==> config.mk <==
export PLATFORM = sky130hd
export DESIGN_NAME = decode_queue
export DESIGN_NICKNAME = d
export VERILOG_FILES = /design/src/rtl/decode_queue.sv
export SDC_FILE = /design/constraint.sdc
export NUM_CORES = 1
export LEC_CHECK = 0
export CELL_PAD_IN_SITES_DETAIL_PLACEMENT = 1
export CELL_PAD_IN_SITES_GLOBAL_PLACEMENT = 2
export CORE_AREA = 4 4 188 190
export CTS_CLUSTER_SIZE = 28
export DETAILED_ROUTE_END_ITERATION = 6
export DIE_AREA = 0 0 192 194
export PLACE_DENSITY_LB_ADDON = 0.2
export SYNTH_ARGS = -nofsm -noshare
export SYNTH_HDL_FRONTEND = slang
export SYNTH_SLANG_ARGS = --single-unit
==> constraint.sdc <==
create_clock -name clk -period 4.45 [get_ports clk]
set_input_delay 0.89 -clock clk [delete_from_list [all_inputs] [get_ports clk]]
set_output_delay 0.89 -clock clk [all_outputs]
set_load 0.01 [all_outputs]
==> src/rtl/decode_queue.sv <==
// Decode-on-enqueue instruction queue: 1-cycle min latency empty->out_valid, no bypass.
// Backpressure: in_ready drops when full or flushing; head held stable until out_ready.
module decode_queue #(
    parameter int DEPTH   = 4,
    parameter int PC_W    = 32,
    parameter bit RELU_EN = 1'b1
) (
    input  logic                       clk,
    input  logic                       rst,
    input  logic                       flush,
    input  logic                       in_valid,
    output logic                       in_ready,
    input  logic [31:0]                in_instr,
    input  logic [PC_W-1:0]            in_pc,
    output logic                       out_valid,
    input  logic                       out_ready,
    output logic [31:0]                out_instr,
    output logic [PC_W-1:0]            out_pc,
    output logic [15:0]                out_ctrl,
    output logic [3:0]                 out_exc,
    output logic [$clog2(DEPTH+1)-1:0] count
);
    localparam int PTR_W = (DEPTH > 1) ? $clog2(DEPTH) : 1;
    localparam int CNT_W = $clog2(DEPTH + 1);

    localparam logic [15:0] C_RW  = 16'h8000, C_RD  = 16'h4000, C_AS  = 16'h2000, C_BR  = 16'h1000;
    localparam logic [15:0] C_MW  = 16'h0800, C_MTR = 16'h0400, C_JP  = 16'h0200, C_MRD = 16'h0100;
    localparam logic [15:0] C_HW  = 16'h0080, C_HR  = 16'h0040, C_PR  = 16'h0020, C_R31 = 16'h0010;
    localparam logic [15:0] C_PJR = 16'h0008, C_SE  = 16'h0004, C_CW  = 16'h0002, C_CR  = 16'h0001;

    logic [5:0]  op, fn;
    logic [4:0]  rs, rt;
    logic [15:0] dec_ctrl;
    logic        dec_ri, dec_brk, dec_sys, dec_eret;

    assign op = in_instr[31:26];
    assign rs = in_instr[25:21];
    assign rt = in_instr[20:16];
    assign fn = in_instr[5:0];

    always_comb begin
        dec_ctrl = '0;
        dec_ri   = 1'b0;
        dec_brk  = 1'b0;
        dec_sys  = 1'b0;
        dec_eret = 1'b0;
        case (op)
            6'h00: begin
                case (fn)
                    6'h00, 6'h02, 6'h03, 6'h04, 6'h06, 6'h07,
                    6'h20, 6'h21, 6'h22, 6'h23, 6'h24, 6'h25,
                    6'h26, 6'h27, 6'h2A, 6'h2B:               dec_ctrl = C_RW | C_RD;
                    6'h08:                                    dec_ctrl = C_PJR;
                    6'h09:                                    dec_ctrl = C_RW | C_RD | C_PJR;
                    6'h0C:                                    dec_sys  = 1'b1;
                    6'h0D:                                    dec_brk  = 1'b1;
                    6'h10, 6'h12:                             dec_ctrl = C_RW | C_RD | C_HR;
                    6'h11, 6'h13, 6'h18, 6'h19, 6'h1A, 6'h1B: dec_ctrl = C_HW;
                    default:                                  dec_ri   = 1'b1;
                endcase
            end
            6'h01: begin
                case (rt)
                    5'h00, 5'h01: dec_ctrl = C_BR;
                    5'h10, 5'h11: dec_ctrl = C_RW | C_RD | C_BR | C_PR | C_R31;
                    default:      dec_ri   = 1'b1;
                endcase
            end
            6'h02:                      dec_ctrl = C_JP;
            6'h03:                      dec_ctrl = C_RW | C_RD | C_JP | C_PR | C_R31;
            6'h04, 6'h05, 6'h06, 6'h07: dec_ctrl = C_BR;
            6'h08, 6'h09, 6'h0A, 6'h0B,
            6'h0C, 6'h0D, 6'h0E, 6'h0F: dec_ctrl = C_RW | C_AS;
            6'h10: begin
                if (in_instr == 32'h4200_0018) dec_eret = 1'b1;
                else if (rs == 5'h00)          dec_ctrl = C_RW | C_CR;
                else if (rs == 5'h04)          dec_ctrl = C_CW;
                else                           dec_ri   = 1'b1;
            end
            // Custom RELU lives in the SPECIAL2 opcode space
            6'h1C: begin
                if (RELU_EN && fn == 6'h00) dec_ctrl = C_RW | C_RD;
                else                        dec_ri   = 1'b1;
            end
            6'h20, 6'h21, 6'h23, 6'h24, 6'h25: dec_ctrl = C_RW | C_AS | C_MTR | C_MRD;
            6'h28, 6'h29, 6'h2B:               dec_ctrl = C_AS | C_MW;
            default:                           dec_ri   = 1'b1;
        endcase
        if (!dec_ri) dec_ctrl[2] = (op[5:2] != 4'b0011);
    end

    logic [31:0]      mem_instr_q [DEPTH];
    logic [PC_W-1:0]  mem_pc_q    [DEPTH];
    logic [15:0]      mem_ctrl_q  [DEPTH];
    logic [3:0]       mem_exc_q   [DEPTH];
    logic [PTR_W-1:0] wr_ptr_q, wr_ptr_d, rd_ptr_q, rd_ptr_d;
    logic [CNT_W-1:0] count_q, count_d;
    logic             enq, deq;

    function automatic logic [PTR_W-1:0] ptr_inc(input logic [PTR_W-1:0] p);
        return (p == PTR_W'(DEPTH - 1)) ? '0 : p + 1'b1;
    endfunction

    assign in_ready  = (count_q != CNT_W'(DEPTH)) & ~flush;
    assign out_valid = (count_q != '0);
    assign enq       = in_valid & in_ready;
    assign deq       = out_valid & out_ready & ~flush;
    assign count     = count_q;

    always_comb begin
        wr_ptr_d = wr_ptr_q;
        rd_ptr_d = rd_ptr_q;
        count_d  = count_q;
        if (flush) begin
            wr_ptr_d = '0;
            rd_ptr_d = '0;
            count_d  = '0;
        end else begin
            if (enq) wr_ptr_d = ptr_inc(wr_ptr_q);
            if (deq) rd_ptr_d = ptr_inc(rd_ptr_q);
            if (enq && !deq)      count_d = count_q + 1'b1;
            else if (!enq && deq) count_d = count_q - 1'b1;
        end
    end

    always_ff @(posedge clk or posedge rst) begin
        if (rst) begin
            wr_ptr_q <= '0;
            rd_ptr_q <= '0;
            count_q  <= '0;
        end else begin
            wr_ptr_q <= wr_ptr_d;
            rd_ptr_q <= rd_ptr_d;
            count_q  <= count_d;
        end
    end

    // Payload storage needs no reset: head outputs are gated by out_valid
    always_ff @(posedge clk) begin
        if (enq) begin
            mem_instr_q[wr_ptr_q] <= in_instr;
            mem_pc_q[wr_ptr_q]    <= in_pc;
            mem_ctrl_q[wr_ptr_q]  <= dec_ctrl;
            mem_exc_q[wr_ptr_q]   <= {dec_ri, dec_brk, dec_sys, dec_eret};
        end
    end

    assign out_instr = out_valid ? mem_instr_q[rd_ptr_q] : '0;
    assign out_pc    = out_valid ? mem_pc_q[rd_ptr_q]    : '0;
    assign out_ctrl  = out_valid ? mem_ctrl_q[rd_ptr_q]  : '0;
    assign out_exc   = out_valid ? mem_exc_q[rd_ptr_q]   : '0;
endmodule

# Word level (Yosys, flattened, before mapping)
# Memories as Yosys holds them, arrays and structs flattened.
# Cells that the tools add are included.
[word_totals]
reg_bits = 7
latchBits = 0
ram_bits = 336
rom_bits = 0
input_bits = 69
output_inout_bits = 89
word_cells = 137
memories = 4
[classes]
add_sub_neg = 4
n_mul = 0
div = 0
magnitude_cmp = 0
n_eq_ne = 61
n_shift = 0
muxes = 36
n_bitwise = 5
reduce_logical = 24
[memory_table]
columns = ["memory", "words", "word_bits", "read_ports", "rd_clocked_by_memory_dff", "wr", "line", "rtl"]
rows = [
  ["mem_instr_q", 4, 32, 1, 0, 1, "92", "logic [31:0] mem_instr_q [DEPTH];"],
  ["mem_pc_q", 4, 32, 1, 0, 1, "93", "logic [PC_W-1:0] mem_pc_q [DEPTH];"],
  ["mem_ctrl_q", 4, 16, 1, 0, 1, "94", "logic [15:0] mem_ctrl_q [DEPTH];"],
  ["mem_exc_q", 4, 4, 1, 0, 1, "95", "logic [3:0] mem_exc_q [DEPTH];"],
]
[op_table]
columns = ["op", "n"]
rows = [
  ["$pmux 16 s10", 1],
  ["$eq 6x6->1 const B", 18],
  ["$pmux 16 s5", 1],
  ["$eq 6x4->1 const B", 12],
  ["$mux 16", 4],
  ["$mux 32", 2],
  ["$eq 6x5->1 const B", 10],
  ["$eq 6x3->1 const B", 7],
  ["$eq 32x31->1 const B", 1],
  ["$pmux 16 s2", 1],
  ["$reduce_or 28->1", 1],
  ["$eq 6x2->1 const B", 4],
  ["$reduce_or 22->1", 1],
  ["$reduce_or 16->1", 1],
  ["$mux 1", 15],
  ["$mux 2", 7],
  ["$logic_not 6->1", 2],
  ["$eq 5x5->1 const B", 2],
  ["$logic_not 5->1", 2],
  ["$mux 3", 3],
  ["$reduce_or 4->1", 2],
  ["$reduce_or 8->1", 1],
  ["$eq 6x1->1 const B", 1],
  ["$reduce_bool 3->1", 2],
  ["19 further kinds", 29],
]

# Depth between registers and ports, before layout
[logic_depth]
word_depth = 8
ltp_mapped = 9
ltp_nobuf = 8

# Worst setup path after synthesis
# No wires, ideal clock.
[synth_timing]
path_kind = "input port to flip-flop"
startpoint = "in flush"
endpoint = "mem mem_ctrl_q[0][0], enable pin"
setup_ns = 0.450
arrival_ns = 3.461
required_time_ns = 4.000
slack_ns = 0.539
cell_stages = 3
n_path_buf = 1
path_cell_list = "clkbuf_1 -> a21oi_1 -> and3_1"
[synth_between]
elab_chain_len = 5
[synth_lines]
columns = ["item", "line", "rtl"]
rows = [
  ["start: declaration", "10", "input logic flush,"],
  ["$not 1->1", "104", "assign in_ready = (count_q != CNT_W'(DEPTH)) & ~flush;"],
  ["$and 1x1->1", "104", ""],
  ["net in_ready", "12", "output logic in_ready,"],
  ["$and 1x1->1", "106", "assign enq = in_valid & in_ready;"],
  ["$mux 1", "140", "if (enq) begin"],
  ["$mux 1 (implied by the code)", "143", "mem_ctrl_q[wr_ptr_q] <= dec_ctrl;"],
  ["end: declaration", "94", ""],
]
# The timed path passes the listed nets, and every way through them passes these cells.

# Worst setup path after layout
[layout_timing]
startpoint = "reg count_q[2] (netlist: count[2])"
endpoint = "out out_ctrl[12]"
[layout_between]
elab_chain_len = 2
[layout_lines]
columns = ["item", "line", "rtl"]
rows = [
  ["start: declaration", "97", "logic [CNT_W-1:0] count_q, count_d;"],
  ["start signal: assignment", "134", "count_q <= count_d;"],
  ["$reduce_bool 3->1", "105", "assign out_valid = (count_q != '0);"],
  ["$mux 16", "150", "assign out_ctrl = out_valid ? mem_ctrl_q[rd_ptr_q] : '0;"],
  ["end: declaration", "19", "output logic [15:0] out_ctrl,"],
]
# No other way between the ends.

==> load_flow_metrics.sql <==
INSERT INTO impl_metrics (metric_group, metric, value, unit) VALUES
('setup_path', 'critPathArrivalTime', '3080', 'ps'),
('setup_path', 'cp_cell_sequence', 'or3_2, buf_4, and2_1, clkdlybuf4s50_1', ''),
('clock_network', 'cts_sinks', '335', ''),
('placement', 'hpwl', '19000', 'um'),
('routing', 'drt-initial-drc-count', '336', ''),
('setup_path', 'critical_path.max_stage_delay', '660', 'ps'),
('final_layout', 'nets_final', '918', ''),
('final_layout', 'final_cell_count_no_fill', '1318', ''),
('synthesis', 'count_of_flip_flops_with_a_built_in_enable_after_synthesis', '328', ''),
('synthesis', 'synth.net_count', '740', ''),
('synthesis', 'yosys.cell_types.count', '49', ''),
('die', 'die_area', '0.0372', 'mm2'),
('power', 'vdd_drop_max', '0.000323', 'V'),
('die', 'fp-row-count', '67', ''),
('setup_path', 'crit_path_start', 'count[2]', ''),
('sta', 'min_period', '3970', 'ps'),
('die', 'chipWidth', '192', 'um'),
('routing', 'finalWirelength', '30000', 'um'),
('clock_network', 'cts_repair_resize_count', '0', ''),
('flow_run', 'drv.max_cap_violation_count', '0', ''),
('power', 'power.static_leakage', '5.28', 'nW'),
('power', 'p_per_area', '495', 'mW/mm2'),
('sta', 'layout_worst_path_cycle_share', '89.1', '%'),
('global_route', 'grt_use_total', '16.2', '%'),
('setup_path', 'worstSetupEndpointType', 'output port', ''),
('clock_network', 'clock_insertion_delay_worst_skew', '510', 'ps'),
('global_route', 'antenna_found_initial', '0', ''),
('clock_network', 'cts_made_buffers', '37', ''),
('synthesis', 'postSynthRegisterBits', '335', ''),
('synthesis', 'mappedNetlistArea', '0.0134', 'mm2'),
('clock_network', 'tritoncts', 'yes', ''),
('hold_path', 'holdCritPathClass', 'in -> async', ''),
('routing', 'ant_nets', '0', ''),
('final_layout', 'num-fill-cells', '3046', ''),
('routing', 'drt_pass1_iterations', '4', ''),
('final_layout', 'final-seq-area', '0.0100', 'mm2'),
('sta', 'report.final.hold_viol_count', '0', ''),
('final_layout', 'post_route_cells_drive_above_1_share', '18.5', '%'),
('sta', 'post-route-worst-setup-slack', '484', 'ps'),
('final_layout', 'n_antenna_cell', '0', ''),
('die', 'floorplan.io_pins', '158', ''),
('sta', 'maxSlewHeadroom', '43.6', '%'),
('placement', 'gp_routability_congestion', '0.733', ''),
('global_route', 'grt_pass1_wl', '46500', 'um'),
('global_route', 'gr_overflow_total', '0', ''),
('synthesis', 'yosysWarnings', '0', ''),
('synthesis', 'postSynth.topFlopCell', 'sky130_fd_sc_hd__edfxtp_1', ''),
('sta', 'final.setup.tns', '0', 'ps'),
('sta', 'tightest_slew', '841', 'ps'),
('setup_path', 'worstPathRequired', '3560', 'ps'),
('clock_network', 'clkTransAtPathRegs', '60', 'ps'),
('clock_network', 'max-clock-path-buffers', '3', ''),
('sta', 'skew', '13.3', 'ps'),
('die', 'die_height', '194', 'um'),
('clock_network', 'clockRootBuffer', 'sky130_fd_sc_hd__clkbuf_16', ''),
('synthesis', 'async_flop_share', '2.09', '%'),
('sta', 'clock.fmax', '252', 'MHz'),
('routing', 'drc', '0', ''),
('die', 'core', '0.0334', 'mm2'),
('sta', 'slew_viol_final', '0', ''),
('synthesis', 'syn-mean-instance-area', '20.1', 'um2'),
('routing', 'avgRoutedWirePerCell', '22.7', 'um'),
('global_route', 'pin_count_of_the_biggest_net_entering_global_routing', '46', ''),
('routing', 'via_per_inst', '5.19', ''),
('setup_path', 'critical_path_peak_fanout', '43', ''),
('setup_path', 'crit_path_top_delay_cell', 'sky130_fd_sc_hd__or3_2', ''),
('placement', 'place_worst_setup_slack', '922', 'ps'),
('outcome', 'run_status', 'completed', ''),
('placement', 'port_buffers', '157', ''),
('final_layout', 'area.growth.synth_to_final', '24.6', '%'),
('synthesis', 'synth_sequential_area_ratio', '74.9', '%'),
('synthesis', 'postSynthCellCount', '665', ''),
('setup_path', 'worst_setup_path_start_kind', 'flip-flop', ''),
('setup_path', 'critical_path.reg2reg.startpoint', 'count[2]', ''),
('sta', 'setup_repair_after_global_routing_missed_its_margin', 'no', ''),
('setup_path', 'setup.worst_path.class', 'reg -> out', ''),
('sta', 'finalSetupViolations', '0', ''),
('die', 'floorplan.initialDensity', '40.0', '%'),
('clock_network', 'ctsHtreeMaxLevel', '2', ''),
('final_layout', 'multi_input_comb_area', '0.00316', 'mm2'),
('clock_network', 'cts_hold_buf', '0', ''),
('global_route', 'grt_pass1_vias', '7716', ''),
('placement', 'dp.cells', '1252', ''),
('clock_network', 'cts_setup_buffers', '0', ''),
('routing', 'total_number_of_vias', '6835', '');
-- cell usage in the layout, fill, tap and decap left out, drive strengths merged, types with 8 or more instances in the layout --
master / Yosys / final
and2: 84 / 84
buf: 14 / 19
clkbuf: 23 / 48
clkdlybuf4s50: 0 / 157
clkinv: 0 / 17
edfxtp: 328 / 328
inv: 9 / 10
mux4: 82 / 82
nand2: 8 / 8
nor2: 21 / 21
-- worst max-delay path: cells and delay by family (launching register included) --
family | cells | cell delay [ps]
AND/OR/NAND/NOR | 2 | 930
buffers and inverters | 2 | 1080
flip-flops | 1 | 490
-- Yosys cell counts, types with 3 or more instances --
master | n | area share [%]
sky130_fd_sc_hd__a21oi_1 | 7 | 0.26
sky130_fd_sc_hd__a31oi_1 | 3 | 0.14
sky130_fd_sc_hd__and2_1 | 82 | 3.8
sky130_fd_sc_hd__and3_1 | 6 | 0.28
sky130_fd_sc_hd__buf_2 | 12 | 0.45
sky130_fd_sc_hd__clkbuf_1 | 21 | 0.59
sky130_fd_sc_hd__dfrtp_1 | 7 | 1.3
sky130_fd_sc_hd__edfxtp_1 | 328 | 74
sky130_fd_sc_hd__ha_1 | 5 | 0.47
sky130_fd_sc_hd__inv_1 | 9 | 0.25
sky130_fd_sc_hd__mux2i_1 | 3 | 0.22
sky130_fd_sc_hd__mux4_2 | 82 | 14
sky130_fd_sc_hd__nand2_1 | 8 | 0.22
sky130_fd_sc_hd__nand2b_1 | 3 | 0.14
sky130_fd_sc_hd__nand3_1 | 7 | 0.26
sky130_fd_sc_hd__nor2_1 | 19 | 0.53
sky130_fd_sc_hd__nor3_1 | 7 | 0.26
sky130_fd_sc_hd__nor4_1 | 6 | 0.28
sky130_fd_sc_hd__nor4b_1 | 4 | 0.26
sky130_fd_sc_hd__o21ai_0 | 4 | 0.15
sky130_fd_sc_hd__o31ai_1 | 3 | 0.17
-- worst paths after layout --
path | slack, ps | end | cells past startpoint
max in group asynchronous | 3570 | rd_ptr_q[1] | 2
worst max register to register | 1280 | count[2] | 9
worst max-delay path | 480 | out_ctrl[12] | 4
worst min register to register | 630 | wr_ptr_q[0] | 2
worst min-delay path | 620 | rd_ptr_q[0] | 2
min in group clk | 630 | wr_ptr_q[0] | 2
-- cell families (layout without fill, tap and decap cells) --
kind of cell    count (synthesis)  count (layout)  share of synthesized area, %
simple gates                  161             161                          7.17
mux                            85              85                          14.0
flops                         335             335                          74.9
xor+xnor                        3               3                         0.196
buf+inv                        46             251                          1.61
compound gates                 29              29                          1.46
fa+ha+maj                       6               6                         0.617
-- metrics by stage --
stage | power [mW] | util (%) | hold slack (ps) | cell area [um2]
after floorplan | 4.66 | - | 563 | 13400
after global placement | 5.57 | 46.5 | 596 | 15600
after detailed placement | 5.59 | 46.5 | 620 | 15600
after CTS | 8.39 | 49.8 | 614 | 16700
after global routing | 8.64 | 49.8 | 634 | 16700
final | 8.25 | 49.8 | 623 | 16700
-- cell type report --
| type | count | share of cell area (%) |
|---|---|---|
| sequential | 335 | 60.2 |
| multi-input combinational | 284 | 19.0 |
| timing repair buffer | 176 | 10.7 |
| clock buffer | 48 | 6.18 |
| tap | 448 | 3.36 |
| clock inverter | 18 | 0.465 |
| inverter | 9 | 0.203 |
-- routing by layer --
metal,wire length [um],track usage [%],up-vias
met5,0,0,-
met4,548,3.91,0
li1,-,-,3041
met1,12800,21.6,3587
met2,15200,27.8,168
met3,1400,2.81,39
-- where the power goes --
group	switching, mW	total (mW)	internal [mW]
clock network	1.15	2.77	1.62
registers	0.0616	3.66	3.60
logic	0.834	1.82	0.986
total	2.05	8.25	6.20
-- sequential cells by signal, summed over array words and instances, names as in the netlist --
| name | flops |
|---|---|
| mem_pc_q | 128 |
| wr_ptr_q | 2 |
| count | 3 |
| rd_ptr_q | 2 |
| mem_ctrl_q | 56 |
| mem_exc_q | 16 |
| mem_instr_q | 128 |
Note: power is estimated with default switching activity, not from simulation.
